===== config.mk =====
export PLATFORM = sky130hd
export DESIGN_NAME = ram_mux_sequencer
export DESIGN_NICKNAME = d
export VERILOG_FILES = /design/src/rtl/ram_mux_sequencer.sv
export SDC_FILE = /design/constraint.sdc
export NUM_CORES = 1
export LEC_CHECK = 0
export ABC_AREA = 1
export ABC_CLOCK_PERIOD_IN_PS = 2630
export CAP_MARGIN = 20
export CORE_AREA = 3 3 59 61
export CTS_CLUSTER_DIAMETER = 200
export DETAILED_ROUTE_END_ITERATION = 12
export DIE_AREA = 0 0 62 64
export PLACE_DENSITY_LB_ADDON = 0.05
export SLEW_MARGIN = 20
export SYNTH_ARGS = -nofsm -noshare
export SYNTH_HDL_FRONTEND = slang
export SYNTH_SLANG_ARGS = --single-unit

===== constraint.sdc =====
create_clock -name clk -period 2.63 [get_ports clk]
set_clock_uncertainty 0.05 [all_clocks]
set_input_delay 0.3945 -clock clk [delete_from_list [all_inputs] [get_ports clk]]
set_output_delay 0.3945 -clock clk [all_outputs]
set_load 0.02 [all_outputs]

===== src/rtl/ram_mux_sequencer.sv =====
// ram_mux_sequencer: accepts one word, drives it to an external bit
// multiplexer and walks the select index to serialize 1..DATA_W bits
// over a valid/ready stream. One idle bubble separates words.
// Build option: define RAM_MUX_MSB_FIRST_EN to emit the most-significant
// bits first (select counts down from DATA_W-1); otherwise the
// least-significant bits are emitted first (select counts up from 0).
module ram_mux_sequencer #(
  parameter int DATA_W = 16,
  parameter int SEL_W  = 4
) (
  input  logic              clk,
  input  logic              rst_n,
  input  logic [DATA_W-1:0] in_data,
  input  logic [SEL_W:0]    in_len,
  input  logic              in_valid,
  output logic              in_ready,
  input  logic              abort,
  output logic [DATA_W-1:0] mux_data,
  output logic [SEL_W-1:0]  mux_sel,
  output logic              mux_valid,
  input  logic              mux_bit,
  output logic              out_bit,
  output logic              out_valid,
  output logic              out_last,
  input  logic              out_ready,
  output logic              busy
);

  typedef enum logic {IDLE, SHIFT} state_t;

  localparam logic [SEL_W:0] FULL_LEN = (SEL_W+1)'(DATA_W);
`ifdef RAM_MUX_MSB_FIRST_EN
  localparam logic [SEL_W-1:0] START_SEL = SEL_W'(DATA_W-1);
`else
  localparam logic [SEL_W-1:0] START_SEL = '0;
`endif

  state_t             state, state_nxt;
  logic [SEL_W:0]     cnt, cnt_nxt;
  logic [SEL_W-1:0]   sel_nxt;
  logic [DATA_W-1:0]  data_nxt;
  logic               last_bit;

  // Zero or oversize lengths both mean a full word.
  function automatic logic [SEL_W:0] sat_len(input logic [SEL_W:0] len);
    if (len == '0 || len > FULL_LEN) return FULL_LEN;
    return len;
  endfunction

  // Next select index in the configured scan direction.
  function automatic logic [SEL_W-1:0] step_sel(input logic [SEL_W-1:0] sel);
`ifdef RAM_MUX_MSB_FIRST_EN
    return sel - SEL_W'(1);
`else
    return sel + SEL_W'(1);
`endif
  endfunction

  // The multiplexer output is passed straight through with no register.
  assign out_bit  = mux_bit;
  assign last_bit = (cnt == (SEL_W+1)'(1));

  // State, captured word, select index and remaining-bit counter.
  always_ff @(posedge clk or negedge rst_n) begin
    if (!rst_n) begin
      state    <= IDLE;
      mux_data <= '0;
      mux_sel  <= '0;
      cnt      <= '0;
    end else begin
      state    <= state_nxt;
      mux_data <= data_nxt;
      mux_sel  <= sel_nxt;
      cnt      <= cnt_nxt;
    end
  end

  // Next-state logic and Moore-style stream outputs.
  always_comb begin
    state_nxt = state;
    cnt_nxt   = cnt;
    sel_nxt   = mux_sel;
    data_nxt  = mux_data;
    in_ready  = 1'b0;
    mux_valid = 1'b0;
    out_valid = 1'b0;
    out_last  = 1'b0;
    busy      = 1'b0;
    case (state)
      IDLE: begin
        in_ready = 1'b1;
        if (in_valid) begin
          data_nxt  = in_data;
          cnt_nxt   = sat_len(in_len);
          sel_nxt   = START_SEL;
          state_nxt = SHIFT;
        end
      end
      SHIFT: begin
        mux_valid = 1'b1;
        out_valid = 1'b1;
        busy      = 1'b1;
        out_last  = last_bit;
        // Abort wins over a same-cycle handshake: the current bit is dropped.
        if (abort) begin
          state_nxt = IDLE;
        end else if (out_ready) begin
          if (last_bit) begin
            // Select stays on the final index so it never wraps.
            state_nxt = IDLE;
            cnt_nxt   = '0;
          end else begin
            cnt_nxt = cnt - (SEL_W+1)'(1);
            sel_nxt = step_sel(mux_sel);
          end
        end
      end
      default: state_nxt = IDLE;
    endcase
  end

endmodule


Word-level counts from Yosys, hierarchy flattened
Index checks and enable logic that the tools add are counted.

Add/subtract/negate cells: 2. $lt $le $gt $ge: 1. Equality and inequality tests: 5. Muxes and demuxes: 23. Bitwise gates (word level): 1. Reduce and logical (&&, ||, !) cells: 5.

Operators by type and width (number): $mux 5 (6); $mux 4 (4); $mux 1 (10); $pmux 5 s2 (1); $ne 2x2->1 const B (4); $pmux 4 s2 (1); $eq 5x1->1 const B (1); $gt 5x5->1 const B (1); $logic_not 5->1 (1); $sub 5x1->5 const B (1); $add 4x1->4 const B (1); $reduce_and 4->1 (1); $reduce_and 3->1 (1); $pmux 1 s2 (1); $reduce_and 2->1 (1); $logic_or 1x1->1 (1); $not 1->1 (1).

Register bits after elaboration: 26. Bits of input ports: 27. Output and inout bits: 26. Word-level logic and storage cells: 41.

Depth between registers and ports, before layout
Word-level depth: 8. Mapped depth: 9. Gate-level depth less buffers: 9.

Worst setup path before layout
OpenSTA, ideal clock, no wires.

Kind: flip-flop to output port. Start: register cnt[1]. End: output port out_last. Arrival: 1.004 ns. Slack: 1.181 ns. Stages on the path, launching flop included: 7. Cell sequence: dfrtp_1 -> inv_1 -> ha_1 -> inv_1 -> nor2_1 -> nand3_1 -> inv_1.

Word-level cells in the longest chain between the ends: 2.

Ends and longest elaborated chain: from (decl) (RTL line 39) `logic [SEL_W:0] cnt, cnt_nxt;`; from (signal assigned) (RTL line 74) `cnt <= cnt_nxt;`; $eq 5x1->1 (RTL line 61) `assign last_bit = (cnt == (SEL_W+1)'(1));`; $mux 1 (RTL line 89) `case (state)`; to (decl) (RTL line 24) `output logic out_last,`.

No other way between the ends.

Worst setup path in the final report
Ends and elaborated chain as after synthesis.

==> results.sh <==
export IMPL_synth_simple_gate_area_share_pct=19.0
export IMPL_post_place_ws_ps=585
export IMPL_min_path_type="input port to asynchronous set/reset pin"
export IMPL_start_util_pct=44.7
export IMPL_report_final_slew_viol_count=0
export IMPL_postCtsSetupBuffers=0
export IMPL_min_period_ps=2420
export IMPL_track_usage_pct=15.4
export IMPL_clkLatencyLatePin_ps=320
export IMPL_path_max_fanout=3
export IMPL_n_antenna_cell=0
export IMPL_syn_inst=135
export IMPL_dieArea_mm2=0.00397
export IMPL_holdWs_ps=364
export IMPL_setup_tns_ps=0
export IMPL_num_vias=1082
export IMPL_seq_area_um2=651
export IMPL_pin_count=53
export IMPL_tightestPinTransition_ps=537
export IMPL_grt_pass1_vias=1053
export IMPL_grt_max_degree=27
export IMPL_nets=217
export IMPL_cts_buffers=3
export IMPL_rows=20
export IMPL_cpMostUsedCell="inv_1"
export IMPL_chipWidth_um=62
export IMPL_critPathBufInv=4
export IMPL_path_clk_slew_ps=150
export IMPL_die_h_um=64
export IMPL_drt_iter0_drc=40
export IMPL_dpl_cell_area_mm2=0.00186
export IMPL_crit_slowest_cell="clkdlybuf4s50_1"
export IMPL_wirelength_um=2700
export IMPL_layout_commonest_cell="clkdlybuf4s50_1"
export IMPL_slew_headroom_pct=64.2
export IMPL_ant_nets=0
export IMPL_synth_mux_area_share_pct=15.8
export IMPL_postLayoutSetupSlackWorst_ps=209
export IMPL_path_cells="inv_1 -> ha_1 -> inv_1 -> nor2_1 -> nand3_1 -> inv_1 -> clkdlybuf4s50_1"
export IMPL_max_cap_violations=0
export IMPL_synth_compound_area_share_pct=4.07
export IMPL_hold_viol=0
export IMPL_status="finished clean"
export IMPL_worstPathRequired_ps=2190
export IMPL_grt_pass1_wl_um=4660
export IMPL_cts_sinks=26
export IMPL_ir_worst_vdd_mv=0.445
export IMPL_htree_levels=1
export IMPL_timing_fmax_ghz=0.413
export IMPL_post_route_util_pct=63.2
export IMPL_synthXorXnorAreaFrac_pct=0.648
export IMPL_finalInstanceArea_mm2=0.00191
export IMPL_cts_resized=0
export IMPL_port_buffers=50
export IMPL_grt_overflow=0
export IMPL_yosysWarnings=0
export IMPL_hpwlAfterDp_um=2070
export IMPL_via_per_inst=4.72
export IMPL_synth_nets=166
export IMPL_fillerInstances=264
export IMPL_cts_tree="built"
export IMPL_cts_buffer_depth=2
export IMPL_layout_common_cells="clkdlybuf4s50_1, nand2_1, dfrtp_1, nor2_1, inv_1"
export IMPL_synth_top_family_by_area="simple AND/OR/NAND/NOR gates"
export IMPL_synthDistinctLibCells=20
export IMPL_syn_to_final_growth_pct=41.5
export IMPL_wire_per_inst_um=11.8
export IMPL_synth_adder_area_share_pct=3.70
export IMPL_critPathKind="register to output port"
export IMPL_setup_violations=0
export IMPL_finalCritPeriodShare_pct=92.0
export IMPL_antenna_found_initial=0
export IMPL_yosysSeqAreaShare_pct=48.1
export IMPL_synth_seq_cells=26
export IMPL_holdBufCountCts=0
export IMPL_fin_cells=229
export IMPL_p_leak_nw=0.900
export IMPL_worstSetupEndpointType="output port"
export IMPL_p_total_mw=1.67
export IMPL_p_per_area_mw_per_mm2=870
export IMPL_synth_area_per_cell_um2=10.0
export IMPL_drt_pass1_iterations=4
export IMPL_drive_gt1_share_pct=13.5
export IMPL_rsz0062_at_grt="false"
export IMPL_gp_congestion=0.809
export IMPL_multi_input_area_um2=584
export IMPL_slowest_delay_ps=590
export IMPL_cts_root_buf="clkbuf_4"
export IMPL_dp_cells=225
export IMPL_cp_start_kind="register"
export IMPL_netlist_area_mm2=0.00135
export IMPL_coreArea_mm2=0.00303
export IMPL_route_detailed_drc=0
export IMPL_critPathTopFamily="buffers and inverters"
export IMPL_crit_arrival_ps=1980
synthesized netlist by cell type:
library cell	n	area share, %
dfrtp_1	26	48
buf_6	1	0.83
nand2_1	28	7.8
o21ai_0	5	1.8
buf_12	1	1.5
xor2_1	1	0.65
inv_8	1	0.83
ha_1	4	3.7
nand4_1	1	0.46
mux2_2	7	5.8
nand2_4	1	0.83
inv_1	14	3.9
nand2_8	1	1.5
mux2_4	9	10
nor2_1	14	3.9
o21ai_1	2	0.74
buf_4	3	1.7
nand3_1	11	4.1
nand2_2	1	0.46
a21oi_1	4	1.5
state kept, by name, indices dropped and copies added (netlist names):
name / cells
cnt: 5
state: 1
mux_sel: 4
mux_data: 16
per-layer routing:
layer	vias up	track usage (%)	wire length, µm
met2	31	26.2	1360
met3	2	3.43	173
met4	0	3.98	18
li1	532	-	-
met5	-	0	0
met1	517	19.1	1140
cell type report:
| class | instances | share of cell area, % |
|---|---|---|
| Sequential cell | 26 | 34.0 |
| Multi-Input combinational cell | 89 | 30.5 |
| Timing Repair Buffer | 51 | 26.5 |
| Inverter | 15 | 3.33 |
| Tap cell | 44 | 2.88 |
| Clock inverter | 1 | 1.57 |
| Clock buffer | 3 | 1.18 |
cell families (layout without fill, tap and decap cells):
logic type	Yosys count	in the layout
AOI/OAI and AO/OA	11	11
adders and majority gates	4	4
muxes	16	16
and+or+nand+nor	57	57
buffers and inverters	20	70
DFF	26	26
xor gates and xnor gates	1	1
power by group:
group / total (mW) / switching (mW) / internal (mW)
logic: 0.762 / 0.380 / 0.382
registers: 0.629 / 0.107 / 0.522
clock network: 0.275 / 0.121 / 0.154
total: 1.67 / 0.607 / 1.06
path summary, 6_finish.rpt:
path                       slack (ps)           to  depth (start not counted)        start
setup reg to reg                 1070       cnt[4]                          6        state
hold / removal                    360       cnt[4]                          2        rst_n
hold reg to reg                   470  mux_data[3]                          1  mux_data[3]
max in group asynchronous        1900       cnt[0]                          2        rst_n
setup / recovery                  210     out_last                          7       cnt[1]
min in group clk                  470  mux_data[3]                          1  mux_data[3]
Power figures use the tool's default switching activity.
